## config.mk

```make
export PLATFORM = sky130hd
export DESIGN_NAME = fifo_sync_ctrl
export DESIGN_NICKNAME = d
export VERILOG_FILES = /design/src/rtl/fifo_pkg.sv /design/src/rtl/fifo_ptr.sv /design/src/rtl/fifo_sync_ctrl.sv
export SDC_FILE = /design/constraint.sdc
export NUM_CORES = 1
export LEC_CHECK = 0
export CORE_MARGIN = 2
export CORE_UTILIZATION = 42
export CTS_CLUSTER_SIZE = 12
export DETAILED_ROUTE_END_ITERATION = 10
export PLACE_DENSITY = 0.74
export SYNTH_ARGS = -nofsm -noshare
export SYNTH_HDL_FRONTEND = slang
export SYNTH_SLANG_ARGS = --single-unit
```

## constraint.sdc

```tcl
create_clock -name clk -period 1.8 [get_ports clk]
set_input_delay 0.36 -clock clk [delete_from_list [all_inputs] [get_ports clk]]
set_output_delay 0.36 -clock clk [all_outputs]
set_load 0.01 [all_outputs]
```

## src/rtl/fifo_pkg.sv

```systemverilog
// fifo_pkg: shared definitions for the same-clock FIFO slice.
//   DATASIZE_DEF / ADDRSIZE_DEF : default RAM word width and address bits
//   depth()                     : number of RAM words for a given address width
//   occ_t                       : occupancy type (0..DEPTH) at the default size
package fifo_pkg;

    localparam int unsigned DATASIZE_DEF = 8;
    localparam int unsigned ADDRSIZE_DEF = 4;

    typedef logic [ADDRSIZE_DEF:0] occ_t;

    function automatic int unsigned depth(input int unsigned addrsize);
        return 32'd1 << addrsize;
    endfunction

endpackage

```

## src/rtl/fifo_ptr.sv

```systemverilog
// fifo_ptr: WIDTH-bit binary pointer that increments when enabled and
// returns to zero on a synchronous clear. Used for both the write and read
// pointers. The MSB acts as a wrap bit, so the pointer wraps modulo 2^WIDTH.
//   clk, rst_n : clock, asynchronous active-low reset
//   en         : advance the pointer by one
//   clr        : synchronous clear (wins over en)
//   ptr        : registered pointer value
module fifo_ptr #(
    parameter int unsigned WIDTH = 5
) (
    input  logic             clk,
    input  logic             rst_n,
    input  logic             en,
    input  logic             clr,
    output logic [WIDTH-1:0] ptr
);

    logic [WIDTH-1:0] ptr_q;
    logic [WIDTH-1:0] ptr_d;

    always_comb begin
        ptr_d = ptr_q;
        if (clr) begin
            ptr_d = '0;
        end else if (en) begin
            ptr_d = ptr_q + 1'b1;
        end
    end

    always_ff @(posedge clk or negedge rst_n) begin
        if (!rst_n) begin
            ptr_q <= '0;
        end else begin
            ptr_q <= ptr_d;
        end
    end

    assign ptr = ptr_q;

endmodule

```

## src/rtl/fifo_sync_ctrl.sv

```systemverilog
// fifo_sync_ctrl: single-clock pointer/flag controller for a fifomem
// dual-port RAM whose write and read clocks are tied together.
//   clk, rst_n        : clock, asynchronous active-low reset
//   push, pop         : producer / consumer requests
//   flush             : synchronous soft clear of pointers, count and flags
//   clr_err           : synchronous clear of the sticky error flags
//   wclken, waddr     : RAM write enable / address
//   rclken, raddr     : RAM read enable / address
//   wfull, rempty     : registered full / empty
//   almost_full/empty : registered threshold flags
//   count             : registered occupancy, 0..DEPTH
//   rvalid            : RAM rdata is valid this cycle
//   ovf_err, udf_err  : sticky push-while-full / pop-while-empty
module fifo_sync_ctrl
    import fifo_pkg::*;
#(
    parameter int unsigned DATASIZE   = DATASIZE_DEF,
    parameter int unsigned ADDRSIZE   = ADDRSIZE_DEF,
    parameter int unsigned AFULL_LVL  = 12,
    parameter int unsigned AEMPTY_LVL = 4
) (
    input  logic                clk,
    input  logic                rst_n,
    input  logic                push,
    input  logic                pop,
    input  logic                flush,
    input  logic                clr_err,
    output logic                wclken,
    output logic [ADDRSIZE-1:0] waddr,
    output logic [ADDRSIZE-1:0] raddr,
    output logic                rclken,
    output logic                wfull,
    output logic                rempty,
    output logic                almost_full,
    output logic                almost_empty,
    output logic [ADDRSIZE:0]   count,
    output logic                rvalid,
    output logic                ovf_err,
    output logic                udf_err
);

    localparam int unsigned       DEPTH    = depth(ADDRSIZE);
    localparam logic [ADDRSIZE:0] DEPTH_C  = DEPTH[ADDRSIZE:0];
    localparam logic [ADDRSIZE:0] AFULL_C  = AFULL_LVL[ADDRSIZE:0];
    localparam logic [ADDRSIZE:0] AEMPTY_C = AEMPTY_LVL[ADDRSIZE:0];

    // DATASIZE only sizes the RAM; it is checked here so a bad value is
    // caught at elaboration rather than in the wrapper.
    if (DATASIZE < 1) begin : g_bad_datasize
        $error("fifo_sync_ctrl: DATASIZE must be at least 1");
    end
    if (AFULL_LVL < 1 || AFULL_LVL > DEPTH) begin : g_bad_afull
        $error("fifo_sync_ctrl: AFULL_LVL must be in 1..DEPTH");
    end
    if (AEMPTY_LVL > DEPTH - 1) begin : g_bad_aempty
        $error("fifo_sync_ctrl: AEMPTY_LVL must be in 0..DEPTH-1");
    end

    logic                wr_ok;
    logic                rd_ok;
    logic [ADDRSIZE:0]   wptr;
    logic [ADDRSIZE:0]   rptr;

    logic [ADDRSIZE:0]   count_q, count_d;
    logic                wfull_q, wfull_d;
    logic                rempty_q, rempty_d;
    logic                afull_q, afull_d;
    logic                aempty_q, aempty_d;
    logic                rvalid_q, rvalid_d;
    logic                ovf_q, ovf_d;
    logic                udf_q, udf_d;

    // Accept decisions use only registered flags, so push and pop in the
    // same cycle are independent. flush suppresses both RAM accesses.
    always_comb begin
        wr_ok = push & ~wfull_q  & ~flush;
        rd_ok = pop  & ~rempty_q & ~flush;
    end

    fifo_ptr #(.WIDTH(ADDRSIZE + 1)) u_wptr (
        .clk   (clk),
        .rst_n (rst_n),
        .en    (wr_ok),
        .clr   (flush),
        .ptr   (wptr)
    );

    fifo_ptr #(.WIDTH(ADDRSIZE + 1)) u_rptr (
        .clk   (clk),
        .rst_n (rst_n),
        .en    (rd_ok),
        .clr   (flush),
        .ptr   (rptr)
    );

    always_comb begin
        count_d = count_q;
        if (flush) begin
            count_d = '0;
        end else if (wr_ok && !rd_ok) begin
            count_d = count_q + 1'b1;
        end else if (rd_ok && !wr_ok) begin
            count_d = count_q - 1'b1;
        end

        // Flags follow the next occupancy, so a flush lands on reset values.
        wfull_d  = (count_d == DEPTH_C);
        rempty_d = (count_d == '0);
        afull_d  = (count_d >= AFULL_C);
        aempty_d = (count_d <= AEMPTY_C);

        // RAM rdata is registered, so it becomes valid one edge after rd_ok.
        rvalid_d = rd_ok;

        // A new error in the same cycle as clr_err keeps the flag set.
        ovf_d = (clr_err ? 1'b0 : ovf_q) | (push & wfull_q  & ~flush);
        udf_d = (clr_err ? 1'b0 : udf_q) | (pop  & rempty_q & ~flush);
    end

    always_ff @(posedge clk or negedge rst_n) begin
        if (!rst_n) begin
            count_q  <= '0;
            wfull_q  <= 1'b0;
            rempty_q <= 1'b1;
            afull_q  <= 1'b0;
            aempty_q <= 1'b1;
            rvalid_q <= 1'b0;
            ovf_q    <= 1'b0;
            udf_q    <= 1'b0;
        end else begin
            count_q  <= count_d;
            wfull_q  <= wfull_d;
            rempty_q <= rempty_d;
            afull_q  <= afull_d;
            aempty_q <= aempty_d;
            rvalid_q <= rvalid_d;
            ovf_q    <= ovf_d;
            udf_q    <= udf_d;
        end
    end

    assign wclken       = wr_ok;
    assign rclken       = rd_ok;
    assign waddr        = wptr[ADDRSIZE-1:0];
    assign raddr        = rptr[ADDRSIZE-1:0];
    assign wfull        = wfull_q;
    assign rempty       = rempty_q;
    assign almost_full  = afull_q;
    assign almost_empty = aempty_q;
    assign count        = count_q;
    assign rvalid       = rvalid_q;
    assign ovf_err      = ovf_q;
    assign udf_err      = udf_q;

endmodule
```

==> results of run 1 <==
-- sequential cells by signal, indices dropped and copies added, names as in the netlist --
| register | count |
|---|---|
| count | 5 |
| u_rptr.ptr | 4 |
| u_wptr.ptr | 4 |
| almost_empty | 1 |
| almost_full | 1 |
| ovf_err | 1 |
| rempty | 1 |
| rvalid | 1 |
| udf_err | 1 |
| wfull | 1 |
-- through the flow --
step	instances	utilization	cell area (µm²)	TNS (ns)	total power [mW]
2_1_floorplan	104	-	1030	-0.467	0.848
3_5_place_dp	168	0.628	1420	-3.38	1.16
6_report	175	0.689	1550	-0.627	1.51
3_3_place_gp	168	0.628	1420	-3.19	1.14
4_1_cts	172	0.654	1470	-0.700	1.44
5_1_grt	175	0.689	1550	-1.05	1.59
-- path summary, 6_finish.rpt --
kind                       startpoint            end  slack (ns)  depth (start not counted)
setup / recovery             count[1]          wfull       -0.17                          5
hold / removal                  rst_n  u_wptr.ptr[2]        0.38                          2
setup reg to reg             count[1]          wfull       -0.17                          5
hold reg to reg               udf_err        udf_err        0.54                          2
min in group clk              udf_err        udf_err        0.54                          2
max in group asynchronous       rst_n   almost_empty        1.15                          2
-- cells in the mapped netlist, types with 3 or more instances --
cell     instances  share of area
dfrtp_1         18           0.44
nor3_1           5          0.024
nand4_1          3          0.018
nand2_1          7          0.026
ha_1             4          0.049
nand3_1          3          0.015
a21oi_1          4          0.019
xor2_1           4          0.034
xnor2_1          3          0.026
inv_1            4          0.015
nor2b_1          3          0.018
nor2_1          14          0.051
-- kinds of logic after synthesis --
| family | synth area share |
|---|---|
| AOI/OAI and AO/OA | 0.0960 |
| xor gates and xnor gates | 0.0595 |
| adders and majority gates | 0.0486 |
| buffers and inverters | 0.0401 |
| DFF | 0.488 |
| muxes | 0.0109 |
| and+or+nand+nor | 0.256 |
-- final cells by class --
class / count / area (µm²) / area share
sequential: 20 / 504 / 0.325
timing repair buffer: 44 / 397 / 0.255
clock buffer: 4 / 36.3 / 0.0234
inverter: 4 / 15.0 / 0.00967
tap: 28 / 35.0 / 0.0226
multi-input combinational: 75 / 566 / 0.364
-- critical path: cells and delay by family (launching register included) --
kind / cells / cell delay [ns]
AOI/OAI and AO/OA: 2 / 0.38
DFF: 1 / 0.43
and+or+nand+nor: 3 / 1.06
-- per-layer routing --
metal	wire [µm]	GRT usage	part of all wire	vias to the layer above
met5	0	0	0	-
met4	53	0.0812	0.021	0
li1	-	-	-	454
met1	1130	0.254	0.44	449
met2	1250	0.337	0.49	33
met3	129	0.0367	0.050	6
-- report_power, final --
| group | internal (mW) | switching, mW | total, mW | leakage [nW] |
|---|---|---|---|---|
| clock | 0.124 | 0.138 | 0.262 | 0.0210 |
| combinational | 0.358 | 0.306 | 0.664 | 0.415 |
| sequential | 0.523 | 0.0608 | 0.584 | 0.265 |
-- repair_timing --
item / in CTS / in global routing
endpoints found under the setup margin: 7 / 9
gates resized for setup: 9 / 14
pin swaps: 3 / 3
setup buffers: 0 / 3
-- cell usage in the layout, fill, tap and decap left out, drive strengths merged, types with 4 or more instances in the layout --
| cell type | count |
|---|---|
| a21oi | 5 |
| buf | 17 |
| clkbuf | 5 |
| clkdlybuf4s50 | 22 |
| dfrtp | 18 |
| ha | 4 |
| inv | 4 |
| nand2 | 7 |
| nor2 | 14 |
| nor3 | 5 |
| xor2 | 4 |
==> metrics, run 1 <==
status finished with violations; violated checks setup timing; Post-synth EDFFs 0; placer congestion estimate between 0.8 and 0.9; Nets about 160; Slew headroom 0.702; Crit Path Class reg -> reg; pre-CTS WS -0.526 ns; Longest Clk Path Bufs 2; H-tree levels 1; Num CTS Buffers 3; CTS tree done; FILL cells 191; Buffers on Ports 27; total wire length 2560 µm; post-synthesis sequential area ratio 0.488; DRC viols 0; WHS between 0.3 and 0.4 ns; routed vias/inst 5.38; Crit path largest cell delay 0.55 ns; Remaining Overflow, GRT 0; Critical-path top delay cell or4b_4; Async SR Flop Fraction 1.00; clock skew 0.00403 ns; Hold WC Path Type in -> async; P_leak 0.701 nW; CTS Hold Bufs 0; critical-path maximum fanout 5; Netlist cell types 38; CP required slightly below 2 ns; synthesized area between 0.001 and 0.0015 mm²; DIE HEIGHT 53.5 µm; maximum number of pins on one net before global-route repair 21; Worst Max-Slew Pin Slew 0.444 ns; syn_nets 114; violation count after the first detailed-route iteration 13; dpl hpwl 1760 µm; Total GRT Usage 0.201; worst path cell trace or4b_4 -> or4_4 -> a21o_1 -> a21oi_4 -> nor3b_1; post-DR wirelength/cell around 15 µm; Worst-Skew Late Latency 0.31 ns; layout cells sized above 1 0.252; vias in the first global route 871; CTS Root Cell clkbuf_4; area grow syn2layout 50.8%; Startpoint Class flip-flop; Final setup viols 5; #FFs+latches synth 20; Mapped Avg Cell Area 9.90 µm²; Max Cap Viol 0; cell count after synthesis roughly 100; Setup crit end kind flip-flop; Peak VDD IR 563 µV; P per Cell Area 972 mW/mm²; routed via count 942; number of diodes 0; Initial Util 0.457; first-pass GRT wire length 4030 µm; Die X between 50 and 60 µm; minimum clock period 1.97 ns; Final period util 1.09; antenna violations before repair 0; Worst-path clk slew 0.11 ns; Core Area 0.00225 mm²; final setup margin -0.168 ns; Yosys Warn Count 0; Post-synth top flop dfrtp_1; Max Freq 0.508 GHz; die area 0.00286 mm²; Final Hold Violating Endpoints 0; RSZ-0062 raised after global routing yes; fin. max-slew vios 0; Row Count 17; clock sink count 20; DRT antenna net count 0; CP arrival 2.16 ns; DR pass1 iterations 4; # IOs 28
No activity file was read; power rests on OpenSTA's default activity.
==> inputs of run 2 (changes only) <==
--- a/config.mk
+++ b/config.mk
@@ -6,10 +6,12 @@
 export NUM_CORES = 1
 export LEC_CHECK = 0
 export CORE_MARGIN = 2
-export CORE_UTILIZATION = 42
+export CORE_UTILIZATION = 44
 export CTS_CLUSTER_SIZE = 12
 export DETAILED_ROUTE_END_ITERATION = 10
-export PLACE_DENSITY = 0.74
+export PLACE_DENSITY = 0.75
+export SKIP_CTS_REPAIR_TIMING = 1
 export SYNTH_ARGS = -nofsm -noshare
 export SYNTH_HDL_FRONTEND = slang
+export SYNTH_HIERARCHICAL = 1
 export SYNTH_SLANG_ARGS = --single-unit
==> metrics, run 2 <==
Row Count 17 (unchanged); Multi-input gate area 592 µm² (was 566 µm²); Nets 155 (was 158); DRT antenna net count 0 (unchanged); dpl hpwl 1770 µm (was 1760 µm); Crit Path Class reg -> reg (unchanged); violated checks setup timing (unchanged); Remaining Overflow, GRT 0 (unchanged); CTS tree done (unchanged); Worst-Skew Late Latency 0.29 ns (was 0.31 ns); fin. max-slew vios 0 (unchanged); FILL cells 177 (was 191); R2R Path Start count[2] (was count[1]); Yosys Warn Count 6 (was 0); maximum number of pins on one net before global-route repair 21 (unchanged); final setup margin -0.0942 ns (was -0.168 ns); die area 0.00287 mm² (was 0.00286 mm²); RSZ-0062 raised after global routing yes (unchanged); Initial Util 0.474 (was 0.457); H-tree levels 1 (unchanged); routed via count 916 (was 942); Startpoint Class flip-flop (unchanged); syn_nets 110 (was 114); Num CTS Buffers 3 (unchanged); Slew headroom 0.707 (was 0.702); total wire length 2540 µm (was 2560 µm); vias in the first global route 904 (was 871); Setup crit end kind flip-flop (unchanged); CP required 2.00 ns (was 1.99 ns); Max Cap Viol 0 (unchanged); critical-path maximum fanout 5 (unchanged); status finished with violations (unchanged); DIE HEIGHT 53.5 µm (about the same); violation count after the first detailed-route iteration 29 (was 13); Worst Setup SP count[2] (was count[1]); Hold WC Path Type in -> async (unchanged); Max Freq 0.528 GHz (was 0.508 GHz); Final setup viols 4 (was 5); P per Cell Area 1010 mW/mm² (was 972 mW/mm²); # IOs 28 (unchanged); layout cells sized above 1 0.257 (was 0.252); CTS Root Cell clkbuf_4 (unchanged); clock skew 0.00351 ns (was 0.00403 ns); DR pass1 iterations 4 (unchanged); Final period util 1.05 (was 1.09); Total GRT Usage 0.187 (was 0.201); P_leak 0.760 nW (was 0.701 nW); number of diodes 0 (unchanged); area grow syn2layout 50.1% (was 50.8%); clock sink count 20 (unchanged); Peak VDD IR 937 µV (was 563 µV); Die X 53.5 µm (about the same); Longest Clk Path Bufs 2 (unchanged); Tot Pwr 1.63 mW (was 1.51 mW); commonest non-fill, non-tap cell in the layout clkdlybuf4s50_1 (unchanged); placer congestion estimate 0.786 (was 0.874); Worst-path clk slew 0.11 ns (about the same); antenna violations before repair 0 (unchanged); Mapped Avg Cell Area 10.8 µm² (was 9.90 µm²); Register Area 504 µm² (unchanged); Worst Max-Slew Pin Slew 0.433 ns (was 0.444 ns); post-DR wirelength/cell 14.8 µm (was 14.6 µm); design area 0.00162 mm² (was 0.00155 mm²); Core Area 0.00228 mm² (was 0.00225 mm²); cell count after synthesis 100 (was 104); first-pass GRT wire length 3910 µm (was 4030 µm); max FFs per register 5 (unchanged); synthesized area 0.00108 mm² (was 0.00103 mm²); pre-CTS WS -0.581 ns (was -0.526 ns); Core Util, Final 0.712 (was 0.689); Final Hold Violating Endpoints 0 (unchanged); placed inst area 0.00148 mm² (was 0.00142 mm²); Buffers on Ports 27 (unchanged); routed vias/inst 5.33 (was 5.38); WHS 0.385 ns (was 0.378 ns); minimum clock period 1.89 ns (was 1.97 ns); CP arrival 2.09 ns (was 2.16 ns); commonest cells after routing, fill and taps aside clkdlybuf4s50_1, dfrtp_1, buf_4 (unchanged); DRC viols 0 (unchanged)
## run 2: layout make-up
cell class,count,area share
flip-flops and latches,20,0.311
multi-input cells,71,0.365
clock inverters,1,0.0185
repair buffers,45,0.260
inverters,4,0.00927
well taps,28,0.0216
clock buffers,3,0.0139
## run 2: worst paths after layout
kind | end | slack, ns | cells after the start
max | almost_full | -0.09 | 5
min | ovf_err | 0.38 | 2
max reg2reg | almost_full | -0.09 | 5
min reg2reg | udf_err | 0.53 | 2
max in group asynchronous | almost_empty | 1.15 | 2
min in group clk | u_wptr/ptr[2] | 0.46 | 3
## run 2: report_power, final
part,total [mW],switching (mW),internal (mW)
clock network,0.361,0.136,0.225
logic,0.680,0.311,0.369
registers,0.591,0.0653,0.526
## run 2: critical path, stage by stage, from the launching register on
cell	delay (ns)
dfrtp_1	0.39
or4b_4	0.56
nor4b_4	0.26
a31oi_2	0.07
mux2_4	0.35
a21o_1	0.16
## run 2: layer usage
layer  routed length [µm]  global-route usage
met5                    0                   0
met4                   15              0.0513
met3                  119              0.0333
met2                 1320               0.325
met1                 1080               0.238
## run 2: per-stage QoR
stage | cells | TNS, ns
finish | 172 | -0.298
global route | 172 | -0.525
CTS | 169 | -2.07
detailed placement | 165 | -4.96
global placement | 165 | -4.45
floorplan | 100 | -0.243
==> inputs of run 3 (changes only) <==
--- a/config.mk
+++ b/config.mk
@@ -6,10 +6,9 @@
 export NUM_CORES = 1
 export LEC_CHECK = 0
 export CORE_MARGIN = 2
-export CORE_UTILIZATION = 44
+export CORE_UTILIZATION = 25
 export CTS_CLUSTER_SIZE = 12
 export DETAILED_ROUTE_END_ITERATION = 10
-export PLACE_DENSITY = 0.75
 export SKIP_CTS_REPAIR_TIMING = 1
 export SYNTH_ARGS = -nofsm -noshare
 export SYNTH_HDL_FRONTEND = slang
==> metrics, run 3 (same netlist as run 2, synthesis figures left out) <==
Row Count 23 (was 17); Max Cap Viol 0 (unchanged); critical-path maximum fanout 5 (unchanged); Total GRT Usage 0.113 (was 0.187); DIE HEIGHT 69.7 µm (was 53.5 µm); CTS tree done (unchanged); DRC viols 0 (unchanged); die area 0.00486 mm² (was 0.00287 mm²); placer congestion estimate 0.792 (was 0.786); routed via count 898 (was 916); clock skew 0.000993 ns (was 0.00351 ns); violated checks setup timing (unchanged); worst r2r path cells 5 (unchanged); status finished with violations (unchanged); commonest cells after routing, fill and taps aside clkdlybuf4s50_1, dfrtp_1, buf_4 (unchanged); minimum clock period 1.91 ns (was 1.89 ns); number of diodes 0 (unchanged); DR pass1 iterations 4 (unchanged); Nets 154 (was 155); Slew headroom 0.710 (was 0.707); Setup crit end kind flip-flop (unchanged); fin. max-slew vios 0 (unchanged); violation count after the first detailed-route iteration 41 (was 29); Initial Util 0.264 (was 0.474); Core Area 0.00409 mm² (was 0.00228 mm²); H-tree levels 1 (unchanged); Num CTS Buffers 3 (unchanged); layout cells sized above 1 0.252 (was 0.257); Multi-input gate area 599 µm² (was 592 µm²); vias in the first global route 902 (was 904); Buffers on Ports 27 (unchanged); Final Hold Violating Endpoints 0 (unchanged); P per Cell Area 971 mW/mm² (was 1010 mW/mm²); Worst-path clk slew 0.08 ns (was 0.11 ns); Final period util 1.06 (was 1.05); dpl hpwl 1870 µm (was 1770 µm); final setup margin -0.112 ns (was -0.0942 ns); CP required 1.95 ns (was 2.00 ns); first-pass GRT wire length 4470 µm (was 3910 µm); WHS 0.435 ns (was 0.385 ns); total wire length 2690 µm (was 2540 µm); placed cells 188 (was 165); max FFs per register 5 (unchanged); fin cells 193 (was 172); Hold WC Path Type in -> async (unchanged); CTS Root Cell clkbuf_8 (was clkbuf_4); Worst Max-Slew Pin Slew 0.428 ns (was 0.433 ns); Startpoint Class flip-flop (unchanged); DRT antenna net count 0 (unchanged); # IOs 28 (unchanged); P_leak 0.761 nW (was 0.760 nW); Remaining Overflow, GRT 0 (unchanged); Peak VDD IR 583 µV (was 937 µV); RSZ-0062 raised after global routing yes (unchanged); Longest Clk Path Bufs 2 (unchanged); Max Freq 0.523 GHz (was 0.528 GHz); area grow syn2layout 51.8% (was 50.1%); routed vias/inst 4.65 (was 5.33); post-DR wirelength/cell 13.9 µm (was 14.8 µm); clock sink count 20 (unchanged); R2R Path Start count[2] (unchanged); pre-CTS WS -0.576 ns (was -0.581 ns); Die X 69.7 µm (was 53.5 µm); Final setup viols 4 (unchanged); CP arrival 2.06 ns (was 2.09 ns); Crit Path Class reg -> reg (unchanged); Worst-Skew Late Latency 0.26 ns (was 0.29 ns); reg-to-reg slack, setup -0.11 ns (was -0.09 ns); FILL cells 406 (was 177); Register Area 504 µm² (unchanged); commonest non-fill, non-tap cell in the layout clkdlybuf4s50_1 (unchanged); antenna violations before repair 0 (unchanged); Setup TNS -0.342 ns (was -0.298 ns); reg2reg end almost_full (unchanged); maximum number of pins on one net before global-route repair 21 (unchanged)
[run 3: layout make-up]
cell class                 instances  area share
clock buffer                       4      0.0275
inverter                           4     0.00916
multi-input combinational         71       0.366
sequential                        20       0.308
tap                               50      0.0382
timing repair buffer              44       0.252
[run 3: where the power goes]
group / leakage [nW] / switching (mW) / internal [mW]
clock: 0.0228 / 0.153 / 0.158
combinational: 0.473 / 0.311 / 0.370
sequential: 0.266 / 0.0750 / 0.526
[run 3: worst max-delay path by stage]
stage | start | endpoint | slack [ns] | cells after the start
5_1_grt | count[2] | almost_full | -0.17 | 5
4_1_cts | flush | rclken | -0.51 | 5
6_report | count[2] | almost_full | -0.11 | 5
3_5_place_dp | flush | rempty | -0.58 | 6
3_3_place_gp | flush | rempty | -0.54 | 6
2_1_floorplan | count[2] | wfull | -0.09 | 5
[run 3: layer usage]
layer	global-route usage	wire length, µm	vias to the layer above
met5	0	0	-
met4	0.00641	8	0
met3	0.0422	148	2
met2	0.172	1200	28
met1	0.161	1320	430
li1	-	-	438
[run 3: metrics by stage]
step / utilization / area (µm²) / total power [mW]
after floorplan: - / 1080 / 0.914
after global placement: 0.370 / 1510 / 1.21
after detailed placement: 0.370 / 1510 / 1.23
after CTS: 0.381 / 1560 / 1.54
after global routing: 0.401 / 1640 / 1.69
final: 0.401 / 1640 / 1.59
[run 3: worst max-delay path, cell delays in order, from the launching register on]
cell	delay, ns
dfrtp_1	0.39
or4b_4	0.57
nor4b_4	0.23
a31oi_1	0.09
mux2_4	0.35
a21o_1	0.17
